===== src/rtl/cl_bridge_pkg.sv =====
`default_nettype none
// ============================================================================
// Module      : cl_bridge_pkg
// Description : Shared defaults and state encodings for the cache-line /
//               CPU-word bridge. Holds the default word and line widths,
//               the derived words-per-line count, and the read-side and
//               write-side FSM state types.
// Revision    : 1.0 - initial release
// ============================================================================
package cl_bridge_pkg;

    localparam int c_word_width = 32;
    localparam int c_line_width = 512;
    localparam int c_n          = c_line_width / c_word_width;

    typedef enum logic [0:0] {
        R_EMPTY = 1'b0,
        R_SERVE = 1'b1
    } rd_state_t;

    typedef enum logic [0:0] {
        W_FILL = 1'b0,
        W_PUSH = 1'b1
    } wr_state_t;

endpackage : cl_bridge_pkg
`default_nettype wire


===== src/rtl/cl_word_packer.sv =====
`default_nettype none
// ============================================================================
// Module      : cl_word_packer
// Description : Packs CPU words into one cache line and pushes the line into
//               the DMA write FIFO when full or on flush.
// Ports       : clk, rst          - clock, synchronous active-high reset
//               wr_en, wr_word    - CPU word write
//               flush             - push a partially filled line
//               wr_ready          - a write this cycle is accepted
//               wr_idle           - nothing buffered, no push pending
//               dma_full          - DMA write FIFO full
//               dma_wr_en         - one-cycle push strobe
//               dma_wr_data       - line being pushed (word 0 in the LSBs)
// Revision    : 1.0 - initial release
// ============================================================================
module cl_word_packer
    import cl_bridge_pkg::*;
#(
    parameter int WORD_WIDTH = c_word_width,
    parameter int N          = c_n
) (
    input  logic                    clk,
    input  logic                    rst,
    input  logic                    wr_en,
    input  logic [WORD_WIDTH-1:0]   wr_word,
    input  logic                    flush,
    input  logic                    dma_full,
    output logic                    wr_ready,
    output logic                    wr_idle,
    output logic                    dma_wr_en,
    output logic [N*WORD_WIDTH-1:0] dma_wr_data
);

    localparam int                 c_idx_w = $clog2(N);
    localparam logic [c_idx_w-1:0] c_last  = c_idx_w'(N - 1);

    wr_state_t                        r_state;
    wr_state_t                        w_state_nxt;
    logic [c_idx_w-1:0]               r_wr_idx;
    logic [N-1:0][WORD_WIDTH-1:0]     r_line;
    logic                             w_store;
    logic                             w_push;

    always_ff @(posedge clk) begin
        if (rst) begin
            r_state <= W_FILL;
        end else begin
            r_state <= w_state_nxt;
        end
    end

    // A write and a flush in the same cycle both land in one line: the word
    // is stored on this edge and the push follows from W_PUSH.
    always_comb begin
        w_state_nxt = r_state;
        w_store     = 1'b0;
        w_push      = 1'b0;
        case (r_state)
            W_FILL: begin
                if (wr_en) begin
                    w_store = 1'b1;
                    if (r_wr_idx == c_last || flush) begin
                        w_state_nxt = W_PUSH;
                    end
                end else if (flush && r_wr_idx != '0) begin
                    w_state_nxt = W_PUSH;
                end
            end
            W_PUSH: begin
                if (!dma_full) begin
                    w_push      = 1'b1;
                    w_state_nxt = W_FILL;
                end
            end
            default: w_state_nxt = W_FILL;
        endcase
    end

    // The index parks at the last slot rather than wrapping; the push that
    // follows clears it together with the line.
    always_ff @(posedge clk) begin
        if (rst) begin
            r_wr_idx <= '0;
            r_line   <= '0;
        end else if (w_push) begin
            r_wr_idx <= '0;
            r_line   <= '0;
        end else if (w_store) begin
            r_line[r_wr_idx] <= wr_word;
            if (r_wr_idx != c_last) begin
                r_wr_idx <= r_wr_idx + c_idx_w'(1);
            end
        end
    end

    assign wr_ready    = (r_state == W_FILL);
    assign wr_idle     = (r_state == W_FILL) && (r_wr_idx == '0);
    // Gated with rst so no strobe escapes while reset is being applied.
    assign dma_wr_en   = w_push & ~rst;
    assign dma_wr_data = r_line;

endmodule : cl_word_packer
`default_nettype wire


===== src/rtl/cl_word_bridge.sv =====
`default_nettype none
// ============================================================================
// Module      : cl_word_bridge
// Description : Bridges DMA cache lines and CPU words. The read path unpacks
//               lines from a first-word-fall-through DMA read FIFO into
//               words on request; the write path packs words into lines.
// Ports       : clk, rst                     - clock, sync active-high reset
//               dma_empty, dma_rd_data,
//               dma_rd_en                    - DMA read FIFO interface
//               dma_full, dma_wr_en,
//               dma_wr_data                  - DMA write FIFO interface
//               rd_req, rd_word, rd_valid,
//               rd_avail                     - CPU read side
//               wr_en, wr_word, wr_ready,
//               flush, wr_idle               - CPU write side
// Revision    : 1.0 - initial release
// ============================================================================
module cl_word_bridge
    import cl_bridge_pkg::*;
#(
    parameter int WORD_WIDTH = c_word_width,
    parameter int LINE_WIDTH = c_line_width
) (
    input  logic                  clk,
    input  logic                  rst,
    input  logic                  dma_empty,
    input  logic [LINE_WIDTH-1:0] dma_rd_data,
    output logic                  dma_rd_en,
    input  logic                  dma_full,
    output logic                  dma_wr_en,
    output logic [LINE_WIDTH-1:0] dma_wr_data,
    input  logic                  rd_req,
    output logic [WORD_WIDTH-1:0] rd_word,
    output logic                  rd_valid,
    output logic                  rd_avail,
    input  logic                  wr_en,
    input  logic [WORD_WIDTH-1:0] wr_word,
    output logic                  wr_ready,
    input  logic                  flush,
    output logic                  wr_idle
);

    localparam int                 c_n_words = LINE_WIDTH / WORD_WIDTH;
    localparam int                 c_idx_w   = $clog2(c_n_words);
    localparam logic [c_idx_w-1:0] c_last    = c_idx_w'(c_n_words - 1);

    // ------------------------------------------------------------------
    // Read path: one line buffered, served one word per request.
    // ------------------------------------------------------------------
    rd_state_t                            r_rd_state;
    rd_state_t                            w_rd_state_nxt;
    logic [c_idx_w-1:0]                   r_rd_idx;
    logic [c_n_words-1:0][WORD_WIDTH-1:0] r_rd_line;
    logic [WORD_WIDTH-1:0]                r_rd_word;
    logic                                 r_rd_valid;
    logic                                 w_rd_pop;
    logic                                 w_rd_take;

    always_ff @(posedge clk) begin
        if (rst) begin
            r_rd_state <= R_EMPTY;
        end else begin
            r_rd_state <= w_rd_state_nxt;
        end
    end

    always_comb begin
        w_rd_state_nxt = r_rd_state;
        w_rd_pop       = 1'b0;
        w_rd_take      = 1'b0;
        case (r_rd_state)
            R_EMPTY: begin
                if (!dma_empty) begin
                    w_rd_pop       = 1'b1;
                    w_rd_state_nxt = R_SERVE;
                end
            end
            R_SERVE: begin
                if (rd_req) begin
                    w_rd_take = 1'b1;
                    if (r_rd_idx == c_last) begin
                        w_rd_state_nxt = R_EMPTY;
                    end
                end
            end
            default: w_rd_state_nxt = R_EMPTY;
        endcase
    end

    // The FIFO is fall-through, so the line is captured in the pop cycle.
    always_ff @(posedge clk) begin
        if (rst) begin
            r_rd_idx   <= '0;
            r_rd_line  <= '0;
            r_rd_word  <= '0;
            r_rd_valid <= 1'b0;
        end else begin
            r_rd_valid <= w_rd_take;
            if (w_rd_pop) begin
                r_rd_line <= dma_rd_data;
                r_rd_idx  <= '0;
            end else if (w_rd_take) begin
                r_rd_word <= r_rd_line[r_rd_idx];
                r_rd_idx  <= (r_rd_idx == c_last) ? '0 : r_rd_idx + c_idx_w'(1);
            end
        end
    end

    assign dma_rd_en = w_rd_pop & ~rst;
    assign rd_word   = r_rd_word;
    assign rd_valid  = r_rd_valid;
    assign rd_avail  = (r_rd_state == R_SERVE);

    // ------------------------------------------------------------------
    // Write path.
    // ------------------------------------------------------------------
    cl_word_packer #(
        .WORD_WIDTH (WORD_WIDTH),
        .N          (c_n_words)
    ) u_packer (
        .clk         (clk),
        .rst         (rst),
        .wr_en       (wr_en),
        .wr_word     (wr_word),
        .flush       (flush),
        .dma_full    (dma_full),
        .wr_ready    (wr_ready),
        .wr_idle     (wr_idle),
        .dma_wr_en   (dma_wr_en),
        .dma_wr_data (dma_wr_data)
    );

endmodule : cl_word_bridge
`default_nettype wire


===== config.mk =====
export PLATFORM = sky130hd
export DESIGN_NAME = cl_word_bridge
export DESIGN_NICKNAME = d
export VERILOG_FILES = /design/src/rtl/cl_bridge_pkg.sv /design/src/rtl/cl_word_packer.sv /design/src/rtl/cl_word_bridge.sv
export SDC_FILE = /design/constraint.sdc
export NUM_CORES = 2
export LEC_CHECK = 0
export BUFFER_PORTS_ARGS = -buffer_cell sky130_fd_sc_hd__buf_2
export CAP_MARGIN = 20
export CELL_PAD_IN_SITES_DETAIL_PLACEMENT = 0
export CELL_PAD_IN_SITES_GLOBAL_PLACEMENT = 1
export CORE_AREA = 2 2 429 431
export DETAILED_ROUTE_END_ITERATION = 7
export DIE_AREA = 0 0 431 433
export MAX_ROUTING_LAYER = met4
export PLACE_DENSITY_LB_ADDON = 0.1
export SLEW_MARGIN = 20
export SYNTH_ARGS = -nofsm -noshare
export SYNTH_HDL_FRONTEND = slang
export SYNTH_HIERARCHICAL = 1
export SYNTH_SLANG_ARGS = --single-unit

===== constraint.sdc =====
create_clock -name clk -period 2.6 [get_ports clk]
set_input_delay 0.52 -clock clk [delete_from_list [all_inputs] [get_ports clk]]
set_output_delay 0.52 -clock clk [all_outputs]
set_load 0.02 [all_outputs]

After elaboration in Yosys (flattened, before gate mapping)
Index checks and enable logic that the tools add are counted.
{"block": "totals", "reg_bits": 1067, "output_inout_bits": 550, "word_cells": 84}
{"block": "classes", "addsub": 2, "magnitude_cmp": 3, "eq_ne": 3, "n_mux": 22, "n_bitwise": 6, "reduce_logical": 10}
{"operator": "$bwmux W512", "count": 1}
{"operator": "$bmux W32 S4", "count": 1}
{"operator": "$demux W32 S4", "count": 1}
{"operator": "$mux W32", "count": 2}
{"operator": "$mux W1", "count": 14}
{"operator": "$lt A4 B5 Y1 const B", "count": 2}
{"operator": "$add A4 B1 Y4 const B", "count": 2}
{"operator": "$eq A4 B4 Y1 const B", "count": 2}
{"operator": "$ge A4 B1 Y1 const B", "count": 1}
{"operator": "$logic_not A4 Y1", "count": 1}
{"operator": "$mux W4", "count": 1}
{"operator": "$ne A4 B4 Y1 const B", "count": 1}
{"operator": "$not A1 Y1", "count": 4}
{"operator": "$pmux W1 S2", "count": 2}
{"operator": "$reduce_and A2 Y1", "count": 2}
{"operator": "$reduce_bool A4 Y1", "count": 1}
{"operator": "$reduce_or A2 Y1", "count": 2}
{"operator": "$logic_and A1 B1 Y1", "count": 3}
{"operator": "$and A1 B1 Y1", "count": 2}
{"operator": "$logic_or A1 B1 Y1", "count": 1}

Depth between registers and ports, before layout
{"block": "depth", "word_depth": 5, "mapped_depth": 8, "mapped_depth_nobuf": 5}

Modules after synthesis
The synthesis kept the hierarchy.
{"mod": "cl_word_bridge", "instances": 1, "cells_each": 1665, "area_per_inst_um2": 20631.0}
{"mod": "cl_word_packer", "instances": 1, "cells_each": 2451, "area_per_inst_um2": 20040.5}

Least setup slack after synthesis
Ideal clock, no wire load.
{"block": "synth_path", "path_kind": "flip-flop to output port", "start": "register u_packer.r_wr_idx[0]", "end": "output wr_idle", "arrival_time_ps": 1375, "path_slack_ps": 705, "path_stages_with_launch": 5, "n_path_buf": 0, "cell_sequence": "dfxtp_1 inv_1 ha_1 or3b_2 nor2_1"}
{"block": "synth_via", "elab_chain_len": 2}
{"element": "from (decl)", "line_no": "cl_word_packer.sv:39", "text": "logic [c_idx_w-1:0] r_wr_idx;"}
{"element": "from (signal assigned)", "line_no": "cl_word_packer.sv:91", "text": "r_wr_idx <= r_wr_idx + c_idx_w'(1);"}
{"element": "$logic_not A4 Y1", "line_no": "cl_word_packer.sv:97", "text": "assign wr_idle = (r_state == W_FILL) && (r_wr_idx == '0);"}
{"element": "$logic_and A1 B1 Y1", "line_no": "cl_word_packer.sv:97"}
{"element": "to (decl)", "line_no": "cl_word_bridge.sv:40", "text": "output logic wr_idle"}
Every way passes these cells.

Worst setup path in the final report
{"block": "layout_path", "start": "register r_rd_idx[0]", "end": "register r_rd_word[14], in the netlist rd_word[14]"}
{"block": "layout_via", "elab_chain_len": 2}
{"element": "from (decl)", "line_no": "cl_word_bridge.sv:52", "text": "logic [c_idx_w-1:0] r_rd_idx;"}
{"element": "from (signal assigned)", "line_no": "cl_word_bridge.sv:104", "text": "r_rd_idx <= (r_rd_idx == c_last) ? '0 : r_rd_idx + c_idx_w'(1);"}
{"element": "$bmux W32 S4", "line_no": "cl_word_bridge.sv:103", "text": "r_rd_word <= r_rd_line[r_rd_idx];"}
{"element": "$mux W32 (not written as such)", "line_no": "cl_word_bridge.sv:103"}
{"element": "to (signal assigned)", "line_no": "cl_word_bridge.sv:103"}
{"element": "to (decl)", "line_no": "cl_word_bridge.sv:54", "text": "logic [WORD_WIDTH-1:0] r_rd_word;"}
Every way passes these cells. The select of a mux whose other input is x is not followed.
A chain may end at the register's enable or synchronous reset.

==> flow_metrics.tcl <==
set metrics [dict create \
    status "completed" \
    rsz0062_at_grt "yes" \
    power.share.sequential_pct 43.3 \
    final_cell_area_mm2 0.05839 \
    r2r_slack_ns 0.04 \
    gr-usage-met2_pct 39.28 \
    avgSynthCellArea_um2 9.881 \
    peakVddDrop_mv 0.5075 \
    grt_busiest_layer "met2" \
    grt_util_met1_pct 26.38 \
    finish.utilization_pct 32.07 \
    p_sw_uw 10470 \
    grt_overflow 0 \
    htreeDepth 4 \
    yosys_most_used_dff "dfxtp_1" \
    drtAntennaViolNets 0 \
    syn_nets 4672 \
    core_mm2 0.1821 \
    via_count 39464 \
    min_from "rd_req" \
    syn_inst 4116 \
    place_area_mm2 0.04879 \
    yosys.cell_types.count 46 \
    worst_pin_slew_ns 0.9218 \
    layout_commonest_cell "buf_2" \
    swShare_pct 26.09 \
    die-area_mm2 0.1866 \
    final_cell_mix "1099 x buf_2, 1058 x dfxtp_1, 553 x a21oi_1" \
    hold_path_depth 4 \
    hold_viol 0 \
    clock_power_share_pct 46.2 \
    start_util_pct 22.33 \
    wire_per_inst_um 27.14 \
    antenna_found_initial 76 \
    holdWs_ns 0.08723 \
    critPathMaxFanout 71 \
    reg2reg_depth 4 \
    setup_viol 0 \
    drc_errors 0 \
    die_h_um 433 \
    fin_crit_ns 2.561 \
    required_ns 3.22 \
    numPortBuffers 1100 \
    p_leak_uw 0.02298 \
    worstReg2RegStart "r_rd_idx[0]$_SDFFE_PP0P_" \
    row_count 157 \
    critical_path_class "reg2reg" \
    tns_ns 0 \
    die_w_um 431 \
    yosys_warnings 6 \
    skew_ns 0.03054 \
    clkTransAtPathRegs_ns 0.06 \
    relSlewSlack_pct 38.40 \
    rr_endpoint "rd_word[14]$_SDFFE_PP0P_" \
    end_kind "flop" \
    synth-seq-cells 1067 \
    grt_max_degree 107 \
    clockBufferDepth 3 \
    synth_area_mm2 0.04067 \
    cts_root_buffer "clkbuf_16" \
    cts_buffers 136 \
    min_path_type "in2reg" \
    power_density_mw_per_mm2 687.3 \
    dp_hpwl_um 149400 \
    holdPathEnd "rd_avail$_SDFF_PP0_" \
    max_cap_violations 0 \
    pwr-share-comb_pct 10.5 \
    via_per_inst 4.902 \
    ys_seq_area_share_pct 52.52 \
    routed_wl_um 218500 \
    fin_crit_sh_pct 98.50 \
    fin_nets 6064 \
    firstDrtPassIters 7 \
    drive_above_1_share_pct 27.92 \
    cts_tree "done" \
    grt_util_met3_pct 4.085 \
    grt_pass1_vias 39050 \
    synthArstFlopShare_pct 0 \
    synth_enable_flop_cells 0 \
    grt_pass1_wl_um 302300 \
    cp.arrival_ns 3.18 \
    n_fill_cell 18990 \
    critPathLaunchType "flop" \
    drtIter0Drc 2761 \
    clkSinkCount 1067 \
    io_pins 1101 \
    drv_slew 0 \
    dp.cells 7242 \
    stdcell_count 8051 \
    fmax_ghz 0.3905 \
    grt.total_usage_pct 22.98 \
    gp_congestion 0.7920 \
    layout-area-overhead-vs-synth_pct 43.57 \
    p_int_uw 29660 \
    clk_latency_ns 0.79 \
]
==> through the flow <==
step | total power [uW] | setup slack (ns)
floorplan | 19430 | 0.7053
global placement | 21290 | 0.04003
detailed placement | 21290 | 0.06169
CTS | 40720 | -0.01714
global route | 41610 | -0.01240
finish | 40130 | 0.03900
==> kinds of logic (layout without fill, tap and decap cells) <==
group                      after synthesis  after routing  share of synthesized area, %
xor gates and xnor gates                 1              1                       0.02154
other                                    0             67                             0
AOI/OAI and AO/OA                     1713           1713                         26.68
DFF                                   1067           1067                         52.52
buffers and inverters                  533           2016                         6.494
muxes                                  194            194                         6.688
adders and majority gates                5              5                        0.1538
and+or+nand+nor                        603            603                         7.439
==> sequential cells by signal (all words and copies together) (netlist names) <==
register	cells
u_packer/r_state	1
rd_avail	1
r_rd_line	512
r_rd_idx	4
u_packer/dma_wr_data	512
rd_valid	1
rd_word	32
u_packer/r_wr_idx	4
==> routing by layer <==
| metal | vias up | wire, um |
|---|---|---|
| li1 | 18250 | - |
| met3 | 353 | 10850 |
| met1 | 19572 | 87860 |
| met2 | 1289 | 110100 |
| met5 | - | 0 |
| met4 | 0 | 9702 |
==> power groups by stage <==
stage               sequential (uW)  combinational, uW  clock, uW
detailed placement            17700               3580          0
global placement              17700               3570          0
finish                        17400               4220      18500
global route                  17400               4470      19700
floorplan                     17700               1760          0
CTS                           17400               4280      19100
==> synth_stat cells, types with 2 or more instances <==
| cell | number | share of area (%) |
|---|---|---|
| nand3_1 | 518 | 6.4 |
| a21oi_1 | 553 | 6.8 |
| a22o_1 | 512 | 11 |
| dfxtp_1 | 1067 | 53 |
| clkbuf_1 | 262 | 2.4 |
| nor2_1 | 43 | 0.40 |
| buf_1 | 11 | 0.10 |
| o21ai_0 | 500 | 6.2 |
| o221ai_1 | 31 | 0.67 |
| ha_1 | 5 | 0.15 |
| a221oi_1 | 31 | 0.67 |
| buf_2 | 187 | 2.3 |
| mux2i_1 | 130 | 3.2 |
| nand2b_1 | 5 | 0.077 |
| nand2_1 | 10 | 0.092 |
| buf_12 | 6 | 0.30 |
| clkbuf_2 | 7 | 0.086 |
| and3b_1 | 4 | 0.086 |
| and2_1 | 2 | 0.031 |
| buf_6 | 22 | 0.61 |
| nor2b_1 | 6 | 0.092 |
| nand3b_1 | 5 | 0.092 |
| o21ai_1 | 47 | 0.58 |
| o211ai_1 | 3 | 0.055 |
| mux2_2 | 2 | 0.055 |
| inv_1 | 4 | 0.037 |
| a211oi_1 | 27 | 0.50 |
| mux4_2 | 62 | 3.4 |
| a211oi_2 | 5 | 0.15 |
| buf_4 | 33 | 0.61 |
==> repair_timing <==
item	4_1_cts	5_1_grt
gates resized for setup	14	2
hold endpoints to repair	511	0
buffers inserted	0	2
hold buffers	511	0
endpoints found under the setup margin	2	1
pin swaps	1	0
==> area by class of cell <==
type | count | area, um2 | share of cell area (%)
inverters | 4 | 17.52 | 0.03000
flip-flops and latches | 1067 | 21380 | 36.62
diodes | 67 | 167.7 | 0.2871
clock inverters | 21 | 221.5 | 0.3793
repair buffers | 1783 | 12780 | 21.89
multi-input cells | 2516 | 16800 | 28.76
well taps | 2385 | 2984 | 5.111
clock buffers | 208 | 4041 | 6.921
==> critical path, stage by stage, from the launching register on <==
cell      delay (ns)
dfxtp_4         0.41
buf_12          0.41
mux4_2          0.61
a21oi_1         0.68
a211oi_1        0.17
==> worst max-delay path by stage <==
stage	start	end	cells past startpoint
final	r_rd_idx[0]$_SDFFE_PP0P_	rd_word[14]$_SDFFE_PP0P_	4
after global routing	u_packer/r_wr_idx[1]$_SDFFE_PP0P_	wr_idle	5
after CTS	u_packer/r_wr_idx[1]$_SDFFE_PP0P_	wr_idle	5
after detailed placement	r_rd_idx[0]$_SDFFE_PP0P_	rd_word[14]$_SDFFE_PP0P_	4
after global placement	r_rd_idx[0]$_SDFFE_PP0P_	rd_word[14]$_SDFFE_PP0P_	4
after floorplan	u_packer/r_wr_idx[0]$_SDFFE_PP0P_	wr_idle	4
Power figures use the tool's default switching activity.
